==> config.mk <==
export PLATFORM = sky130hd
export DESIGN_NAME = ce_sched_flat
export DESIGN_NICKNAME = d
export VERILOG_FILES = /design/src/rtl/ce_sched_if.sv /design/src/rtl/ce_sched.sv /design/src/flat_wrapper.sv
export SDC_FILE = /design/constraint.sdc
export NUM_CORES = 1
export LEC_CHECK = 0
export CELL_PAD_IN_SITES_DETAIL_PLACEMENT = 1
export CELL_PAD_IN_SITES_GLOBAL_PLACEMENT = 2
export CORE_ASPECT_RATIO = 1.1
export CORE_UTILIZATION = 41
export DETAILED_ROUTE_END_ITERATION = 8
export PLACE_DENSITY = 0.78
export SLEW_MARGIN = 20
export SYNTH_ARGS = -nofsm -noshare
export SYNTH_HDL_FRONTEND = slang
export SYNTH_SLANG_ARGS = --single-unit
==> constraint.sdc <==
create_clock -name CLK -period 18.2 [get_ports CLK]
set_input_delay 5.46 -clock CLK [delete_from_list [all_inputs] [get_ports CLK]]
set_output_delay 5.46 -clock CLK [all_outputs]
set_load 0.01 [all_outputs]
==> src/rtl/ce_sched_if.sv <==
// Configuration port of the ce_sched clock-enable scheduler.
// The requester drives req/ch/in/out and watches busy/ack/err.
interface ce_sched_if #(
    parameter int unsigned NUM_CH = 4,
    parameter int unsigned W      = 28
);
    localparam int unsigned CHW = (NUM_CH > 1) ? $clog2(NUM_CH) : 1;

    logic           CFG_REQ;
    logic [CHW-1:0] CFG_CH;
    logic [W-1:0]   CFG_IN;
    logic [W-1:0]   CFG_OUT;
    logic           CFG_BUSY;
    logic           CFG_ACK;
    logic           CFG_ERR;

    modport master (
        output CFG_REQ, CFG_CH, CFG_IN, CFG_OUT,
        input  CFG_BUSY, CFG_ACK, CFG_ERR
    );

    modport slave (
        input  CFG_REQ, CFG_CH, CFG_IN, CFG_OUT,
        output CFG_BUSY, CFG_ACK, CFG_ERR
    );
endinterface

==> src/rtl/ce_sched.sv <==
// Multi-channel fractional clock-enable scheduler with a staged, glitch-free ratio update port.
// Optional per-channel CE counters with a readback port when CE_SCHED_CNT_EN is defined.
module ce_sched #(
    parameter int unsigned NUM_CH = 4,
    parameter int unsigned W      = 28,
    localparam int unsigned CHW   = (NUM_CH > 1) ? $clog2(NUM_CH) : 1
) (
    input  logic              CLK,
    input  logic              RST,
    input  logic [NUM_CH-1:0] CH_EN,
    ce_sched_if.slave         cfg,
    output logic [NUM_CH-1:0] CE
`ifdef CE_SCHED_CNT_EN
    ,
    input  logic [CHW-1:0]    CNT_SEL,
    output logic [15:0]       CNT_OUT
`endif
);

    typedef enum logic {
        S_IDLE,
        S_PEND
    } state_t;

    state_t         state_q, state_d;
    logic [CHW-1:0] stg_ch_q, stg_ch_d;
    logic [W-1:0]   stg_in_q, stg_in_d;
    logic [W-1:0]   stg_out_q, stg_out_d;
    logic           busy_q, busy_d;
    logic           ack_q, ack_d;
    logic           err_q, err_d;

    logic [W-1:0]   in_q  [NUM_CH];
    logic [W-1:0]   in_d  [NUM_CH];
    logic [W-1:0]   out_q [NUM_CH];
    logic [W-1:0]   out_d [NUM_CH];
    logic [W-1:0]   sum_q [NUM_CH];
    logic [W-1:0]   sum_d [NUM_CH];
    logic [W-1:0]   dif   [NUM_CH];
    logic [NUM_CH-1:0] ce_q, ce_d;
    logic [NUM_CH-1:0] qual;
    logic [NUM_CH-1:0] tgt;

    logic apply;
    logic req_ok;

    // Phase test per channel and the safe-point condition for the staged target
    always_comb begin
        apply = 1'b0;
        for (int i = 0; i < NUM_CH; i++) begin
            dif[i]  = sum_q[i] + out_q[i] - in_q[i];
            qual[i] = CH_EN[i] & ~dif[i][W-1];
            tgt[i]  = (CHW'(i) == stg_ch_q);
            if (tgt[i] && (qual[i] || !CH_EN[i])) begin
                apply = (state_q == S_PEND);
            end
        end
    end

    assign req_ok = (cfg.CFG_OUT != '0) && (cfg.CFG_OUT <= cfg.CFG_IN) &&
                    !cfg.CFG_IN[W-1] && (32'(cfg.CFG_CH) < NUM_CH);

    // Config FSM: stage a valid ratio, then hold it until the target reaches a safe point
    always_comb begin
        state_d   = state_q;
        stg_ch_d  = stg_ch_q;
        stg_in_d  = stg_in_q;
        stg_out_d = stg_out_q;
        busy_d    = busy_q;
        ack_d     = 1'b0;
        err_d     = 1'b0;
        case (state_q)
            S_IDLE: begin
                if (cfg.CFG_REQ) begin
                    if (req_ok) begin
                        stg_ch_d  = cfg.CFG_CH;
                        stg_in_d  = cfg.CFG_IN;
                        stg_out_d = cfg.CFG_OUT;
                        busy_d    = 1'b1;
                        state_d   = S_PEND;
                    end else begin
                        err_d = 1'b1;
                    end
                end
            end
            S_PEND: begin
                if (apply) begin
                    ack_d   = 1'b1;
                    busy_d  = 1'b0;
                    state_d = S_IDLE;
                end
            end
            default: state_d = S_IDLE;
        endcase
    end

    // Accumulators; an applied config restarts its channel at phase 0 after the old-ratio CE
    always_comb begin
        ce_d = '0;
        for (int i = 0; i < NUM_CH; i++) begin
            in_d[i]  = in_q[i];
            out_d[i] = out_q[i];
            if (!CH_EN[i]) begin
                sum_d[i] = '0;
            end else if (qual[i]) begin
                sum_d[i] = dif[i];
                ce_d[i]  = 1'b1;
            end else begin
                sum_d[i] = sum_q[i] + out_q[i];
            end
            if (apply && tgt[i]) begin
                in_d[i]  = stg_in_q;
                out_d[i] = stg_out_q;
                sum_d[i] = '0;
            end
        end
    end

    always_ff @(posedge CLK or posedge RST) begin
        if (RST) begin
            state_q   <= S_IDLE;
            stg_ch_q  <= '0;
            stg_in_q  <= '0;
            stg_out_q <= '0;
            busy_q    <= 1'b0;
            ack_q     <= 1'b0;
            err_q     <= 1'b0;
            ce_q      <= '0;
            for (int i = 0; i < NUM_CH; i++) begin
                in_q[i]  <= W'(1);
                out_q[i] <= '0;
                sum_q[i] <= '0;
            end
        end else begin
            state_q   <= state_d;
            stg_ch_q  <= stg_ch_d;
            stg_in_q  <= stg_in_d;
            stg_out_q <= stg_out_d;
            busy_q    <= busy_d;
            ack_q     <= ack_d;
            err_q     <= err_d;
            ce_q      <= ce_d;
            for (int i = 0; i < NUM_CH; i++) begin
                in_q[i]  <= in_d[i];
                out_q[i] <= out_d[i];
                sum_q[i] <= sum_d[i];
            end
        end
    end

    assign CE           = ce_q;
    assign cfg.CFG_BUSY = busy_q;
    assign cfg.CFG_ACK  = ack_q;
    assign cfg.CFG_ERR  = err_q;

`ifdef CE_SCHED_CNT_EN
    logic [15:0] cnt_q [NUM_CH];
    logic [15:0] cnt_d [NUM_CH];
    logic [15:0] cnt_out_q, cnt_out_d;

    // Wrapping CE counters, cleared when a new ratio lands on the channel
    always_comb begin
        cnt_out_d = '0;
        for (int i = 0; i < NUM_CH; i++) begin
            cnt_d[i] = cnt_q[i];
            if (ce_d[i]) begin
                cnt_d[i] = cnt_q[i] + 16'd1;
            end
            if (apply && tgt[i]) begin
                cnt_d[i] = '0;
            end
            if (CHW'(i) == CNT_SEL) begin
                cnt_out_d = cnt_q[i];
            end
        end
    end

    always_ff @(posedge CLK or posedge RST) begin
        if (RST) begin
            cnt_out_q <= '0;
            for (int i = 0; i < NUM_CH; i++) begin
                cnt_q[i] <= '0;
            end
        end else begin
            cnt_out_q <= cnt_out_d;
            for (int i = 0; i < NUM_CH; i++) begin
                cnt_q[i] <= cnt_d[i];
            end
        end
    end

    assign CNT_OUT = cnt_out_q;
`endif

endmodule

==> src/flat_wrapper.sv <==
// flat-port wrapper written by rule: the top's interface ports become plain ports
module ce_sched_flat 
#(
    parameter int unsigned NUM_CH = 4,
    parameter int unsigned W      = 28,
    localparam int unsigned CHW   = (NUM_CH > 1) ? $clog2(NUM_CH) : 1
)
  (CLK, RST, CH_EN, CE, cfg_CFG_REQ, cfg_CFG_CH, cfg_CFG_IN, cfg_CFG_OUT, cfg_CFG_BUSY, cfg_CFG_ACK, cfg_CFG_ERR);
  ce_sched_if #(.NUM_CH(NUM_CH), .W(W)) cfg_i ();
  input  logic CLK;
  input  logic RST;
  input  logic [NUM_CH-1:0] CH_EN;
  output logic [NUM_CH-1:0] CE;
  input wire logic [$bits(cfg_i.CFG_REQ)-1:0] cfg_CFG_REQ;
  input wire logic [$bits(cfg_i.CFG_CH)-1:0] cfg_CFG_CH;
  input wire logic [$bits(cfg_i.CFG_IN)-1:0] cfg_CFG_IN;
  input wire logic [$bits(cfg_i.CFG_OUT)-1:0] cfg_CFG_OUT;
  output wire logic [$bits(cfg_i.CFG_BUSY)-1:0] cfg_CFG_BUSY;
  output wire logic [$bits(cfg_i.CFG_ACK)-1:0] cfg_CFG_ACK;
  output wire logic [$bits(cfg_i.CFG_ERR)-1:0] cfg_CFG_ERR;
  assign cfg_i.CFG_REQ = cfg_CFG_REQ;
  assign cfg_i.CFG_CH = cfg_CFG_CH;
  assign cfg_i.CFG_IN = cfg_CFG_IN;
  assign cfg_i.CFG_OUT = cfg_CFG_OUT;
  assign cfg_CFG_BUSY = cfg_i.CFG_BUSY;
  assign cfg_CFG_ACK = cfg_i.CFG_ACK;
  assign cfg_CFG_ERR = cfg_i.CFG_ERR;
  ce_sched #(.NUM_CH(NUM_CH), .W(W)) u_core (.CLK(CLK), .RST(RST), .CH_EN(CH_EN), .cfg(cfg_i), .CE(CE));
endmodule
==> reports/qor.csv, run 1 <==
metric,value,unit
clk_latency,600,ps
post_drt_wl_per_cell,23.4,um
critical_path_class,in2reg,
synth-seq-area-share,37.7,%
cp_max_fo,70,
setup_viol,0,
grt_overflow,0,
synth_area_leaders,"dfrtp_1 (37%), ha_1 (11%), mux2_2 (9.0%), a21oi_1 (5.0%), xnor2_1 (4.4%)",
routed_wl,86800,um
core-area,64100,sq um
utilization,46.8,%
arrival,9030,ps
post-route-drc-count,0,
cts_hold_buffers,0,
syn_area,26700,sq um
synthFlopType,dfrtp_1,
synth_cells,2756,
finalHoldViolations,0,
cts-resized-gates,0,
synth_area_leader_cell,dfrtp_1,
postSynthAreaPerCell,9.70,sq um
ys_warn_count,0,
syn_to_final_growth,12.2,%
cp_num_buf_inv,3,
die_h,270,um
period_needed,8540,ps
placementRows,97,
h-tree-depth,2,
path_clk_slew,60,ps
max_stage_delay,840,ps
cts_buffers,48,
relSlewSlack,29.9,%
max_freq,117,MHz
cp_slowest_cell,or4_2,
dp_hpwl,64200,um
status,completed,
fin_ws,9660,ps
synth-edff-count,0,
synth_most_common_cell,dfrtp_1,
ys_ff_latch,402,
start_util,41.7,%
cap_violations,0,
die-width,245,um
io_buffer_count,71,
drt_iter0_drc,1199,
post-route-period-util,46.9,%
antenna_found_initial,26,
track_usage,26.6,%
synth_top_area_share,37.3,%
drive_above_1_share,12.3,%
place_congestion,0.885,
cp.required,18690,ps
firstDrtPassIters,5,
root_buffer,clkbuf_16,
grt_first_pass_wirelength,134000,um
vias,21300,
synth_fp_nets,3073,
setup_tns,0,ps
crit_path_start_kind,input pin,
io_pins,72,
drv_slew,0,
synthTopCellsByCount,"dfrtp_1 (398), a21oi_1 (267), nand2_1 (250), ha_1 (244), mux2_2 (214)",
vias_per_cell,5.73,
crit_chain,clkdlybuf4s50_1 -> inv_1 -> ha_1 -> a21o_1 -> a21o_1 -> a21oi_1 -> o21ai_0 -> a211oi_1 -> a21oi_1 -> or4_2 -> buf_4 -> nor2b_1 -> a211oi_1,
dp_worst_setup_slack,9130,ps
end_kind,flip-flop,
nets,3144,
tightest_slew,1050,ps
grt_max_degree,156,
floorplan.die_area,66200,sq um
synth.distinct_cells,84,
critPathTopFamily,compound AO/OA/AOI/OAI gates,
async_flop_share,100,%
clock-sinks,402,
post_cts_buffers,0,
cts_buffer_depth,3,
ant_nets,0,
skew,22.4,ps
grt_pass1_vias,22800,
cts_tree,yes,
hold_path_class,reg2reg,
rsz0062_at_grt,no,
cell usage in the layout (no fill, tap or decap), types with 9 or more instances in the layout:
cell	synthesis	layout
a211o_1	11	11
a211oi_1	39	39
a21o_1	91	91
a21oi_1	267	266
a31oi_1	16	16
and2_1	12	12
and3_1	22	22
buf_4	9	15
clkbuf_16	0	49
clkbuf_8	0	11
clkdlybuf4s50_1	0	71
dfrtp_1	398	398
ha_1	244	244
inv_1	213	212
mux2_1	40	40
mux2_2	214	214
nand2_1	250	249
nand2b_1	26	26
nand3_1	42	42
nand4_1	27	27
nor2_1	132	132
nor2b_1	27	27
nor3_1	40	40
nor3b_1	9	9
nor4_1	12	12
o211ai_1	10	10
o21a_1	42	42
o21ai_0	114	114
o21bai_1	33	33
o22ai_1	9	9
o31ai_1	17	17
or2_2	9	9
or3_1	16	16
xnor2_1	135	134
xor2_1	43	40
cell type report:
| class | count | area (sq um) |
|---|---|---|
| Clock inverter | 19 | 236 |
| Sequential cell | 402 | 10100 |
| Tap cell | 841 | 1050 |
| Inverter | 213 | 807 |
| Clock buffer | 68 | 1410 |
| Timing Repair Buffer | 88 | 863 |
| Fill cell | 7234 | 34100 |
| Antenna cell | 4 | 10.0 |
| Multi-Input combinational cell | 2074 | 15600 |
state kept, by name, indices dropped and copies added (netlist names):
register and cells:
u_core.CE 4, u_core.stg_out_q 28, u_core.stg_ch_q 2, u_core.cfg.CFG_ERR 1, u_core.cfg.CFG_ACK 1, u_core.in_q 112, u_core.out_q 112, u_core.sum_q 112
u_core.cfg.CFG_BUSY 1, u_core.stg_in_q 28, u_core.state_q 1
per-stage QoR:
step                      hold WS (ps)  cells  area, sq um
after floorplan                    458   2756        26700
final                              482   3709        30000
after detailed placement           476   3618        28300
after CTS                          488   3705        30000
after global placement             468   3618        28300
after global routing               505   3705        30000
kinds of logic after synthesis:
family | Yosys count | synth area share (%)
DFF | 402 | 37.7
adders and majority gates | 252 | 12.0
buffers and inverters | 280 | 4.44
xor gates and xnor gates | 181 | 6.06
AOI/OAI and AO/OA | 730 | 17.4
and+or+nand+nor | 655 | 11.7
muxes | 256 | 10.8
metal layers:
metal,part of all wire [%],routed length [um],vias up,track usage [%]
met3,4.8,4180,129,3.12
met1,45,39200,10700,36.3
met4,3.6,3140,2,10.1
li1,-,-,9997,-
met2,46,40200,442,43.0
met5,0.014,12,-,0
worst paths after layout:
path                       depth (start not counted)                         start                         endpoint  slack, ps
min                                                1    u_core.in_q[5]$_DFFE_PP0P_       u_core.in_q[5]$_DFFE_PP0P_        480
max in group asynchronous                          3                           RST       u_core.sum_q[11]$_DFF_PP0_      11330
min reg2reg                                        1    u_core.in_q[5]$_DFFE_PP0P_       u_core.in_q[5]$_DFFE_PP0P_        480
max                                               13                cfg_CFG_IN[25]  u_core.cfg.CFG_BUSY$_DFFE_PP0P_       9660
max reg2reg                                       22  u_core.out_q[13]$_DFFE_PP0P_     u_core.out_q[13]$_DFFE_PP0P_      11040
min in group asynchronous                          2                           RST     u_core.out_q[63]$_DFFE_PP0P_       5460
Power of run 1 is left out: the tool's default activity adds up to more than one toggle a clock period on the data nets, which glitch-free logic cannot reach.
==> run 2: changes to the inputs <==
CORE_UTILIZATION = 37   (was 41)
PLACE_DENSITY = 0.74   (was 0.78)
clock period = 7.6 ns   (was 18.2 ns; I/O delays follow)
==> reports/qor.csv, run 2 (synthesis gave the netlist of run 1 again) <==
metric,value,unit,change
cts-resized-gates,0,,unchanged
cap_violations,0,,unchanged
post-route-period-util,85.4,%,
top_regs,"u_core.in_q (112), u_core.out_q (112), u_core.sum_q (112)",,
layout_common_cells,"dfrtp_1 (398), a21oi_1 (266), nand2_1 (249)",,
die-width,258,um,+5.2%
grt_overflow,0,,unchanged
period_needed,6490,ps,
cp_slowest_cell,or4b_2,,
path_clk_slew,60,ps,about the same
fill_cells,8116,,+12%
io_pins,72,,unchanged
multi_input_area,15500,sq um,-0.14%
antenna_found_initial,28,,+7.7%
post_cts_buffers,0,,unchanged
grt_max_degree,160,,+2.6%
holdWs,481,ps,-1.09 ps
core-area,71000,sq um,+11%
floorplan.die_area,73300,sq um,+11%
nets,3151,,+0.22%
skew,27.8,ps,+5.40 ps
post-route-drc-count,0,,unchanged
crit_path_start_kind,flip-flop,,
vias,21200,,-0.056%
crit_start,u_core.sum_q[13]$_DFF_PP0_,,
hold_start,u_core.in_q[3]$_DFFE_PP0P_,,
grt_first_pass_wirelength,135000,um,+0.93%
syn_to_final_growth,13.1,%,
cts_buffers,48,,unchanged
placementRows,102,,+5.2%
final_common_cell,dfrtp_1,,
end_kind,flip-flop,,
clock-sinks,402,,unchanged
rsz0062_at_grt,no,,
start_util,37.7,%,-4.0 points
max_stage_delay,630,ps,-210 ps
tightest_slew,926,ps,-123 ps
cp_max_fo,56,,-20%
place_congestion,0.865,,-2.3%
finalHoldViolations,0,,unchanged
instances_no_fill,3813,,+2.8%
critical_path_class,reg2reg,,
status,completed,,
post_drt_wl_per_cell,23.2,um,-0.82%
dp_worst_setup_slack,1140,ps,-7990 ps
utilization,42.6,%,-4.2 points
cts_tree,yes,,
arrival,6960,ps,-2070 ps
vias_per_cell,5.57,,-2.8%
cts_buffer_depth,3,,unchanged
die_h,284,um,+5.2%
crit_chain,ha_1 -> a21o_1 -> a21o_1 -> a211o_1 -> or4b_2 -> nor3_1 -> nor3_1 -> o31ai_1 -> nand3_1 -> nor2b_1 -> ha_1 -> a21oi_1 -> o21bai_1 -> a21o_1 -> a21oi_1 -> o221ai_1 -> nor3b_1 -> xnor2_2 -> buf_4 -> a21oi_4 -> buf_12 -> mux2_1,,
placedCellCount,3720,,+2.8%
io_buffer_count,71,,unchanged
grt_pass1_vias,22700,,-0.26%
crit_top_cell,a21o_1,,
clk_latency,610,ps,about the same
hold_path_class,reg2reg,,
r2r_start,u_core.sum_q[13]$_DFF_PP0_,,
root_buffer,clkbuf_16,,
routed_wl,88500,um,+2.0%
ff_latch_area,10100,sq um,unchanged
dp_hpwl,65700,um,+2.3%
max_freq,154,MHz,
fin_ws,1110,ps,-8550 ps
ant_nets,0,,unchanged
track_usage,24.2,%,-2.4 points
relSlewSlack,38.3,%,+8.4 points
drt_iter0_drc,1327,,+11%
cp.required,8070,ps,-10620 ps
drv_slew,0,,unchanged
cts_hold_buffers,0,,unchanged
setup_viol,0,,unchanged
firstDrtPassIters,5,,unchanged
drive_above_1_share,12.5,%,+0.18 points
h-tree-depth,2,,unchanged
run 2: final cells by class:
type | instances | area share [%]
clock buffer | 60 | 4.33
inverter | 213 | 2.66
sequential | 402 | 33.3
tap | 936 | 3.87
timing repair buffer | 95 | 3.15
antenna | 7 | 0.0579
clock inverter | 26 | 1.29
multi-input combinational | 2074 | 51.4
run 2: worst paths after layout:
check | end | slack [ps] | cells past startpoint
setup / recovery | u_core.in_q[10]$_DFFE_PP0P_ | 1110 | 22
hold / removal | u_core.in_q[3]$_DFFE_PP0P_ | 480 | 1
setup reg to reg | u_core.in_q[10]$_DFFE_PP0P_ | 1110 | 22
hold reg to reg | u_core.in_q[3]$_DFFE_PP0P_ | 480 | 1
max in group asynchronous | u_core.in_q[71]$_DFFE_PP0P_ | 4100 | 3
min in group asynchronous | u_core.cfg.CFG_ACK$_DFF_PP0_ | 2180 | 2
run 2: critical path, delay by kind of cell, from the launching register on:
kind / cells / cell delay (ps)
buffers and inverters: 2 / 630
muxes: 1 / 360
and+or+nand+nor: 6 / 2020
DFF: 1 / 370
AOI/OAI and AO/OA: 10 / 1930
adders and majority gates: 2 / 720
xor gates and xnor gates: 1 / 310
run 2: per-stage QoR:
stage / TNS [ps] / instance area (sq um)
floorplan: -36010 / 26700
global placement: 0 / 28500
detailed placement: 0 / 28500
CTS: 0 / 30200
global route: 0 / 30200
finish: 0 / 30200
run 2: routing by layer:
metal	global-route usage, %	wire length (um)	vias up
met4	7.94	2630	8
li1	-	-	9997
met5	0	51	-
met3	3.45	4370	131
met2	39.6	41100	427
met1	32.8	40300	10700
Power of run 2 is left out for the same reason.
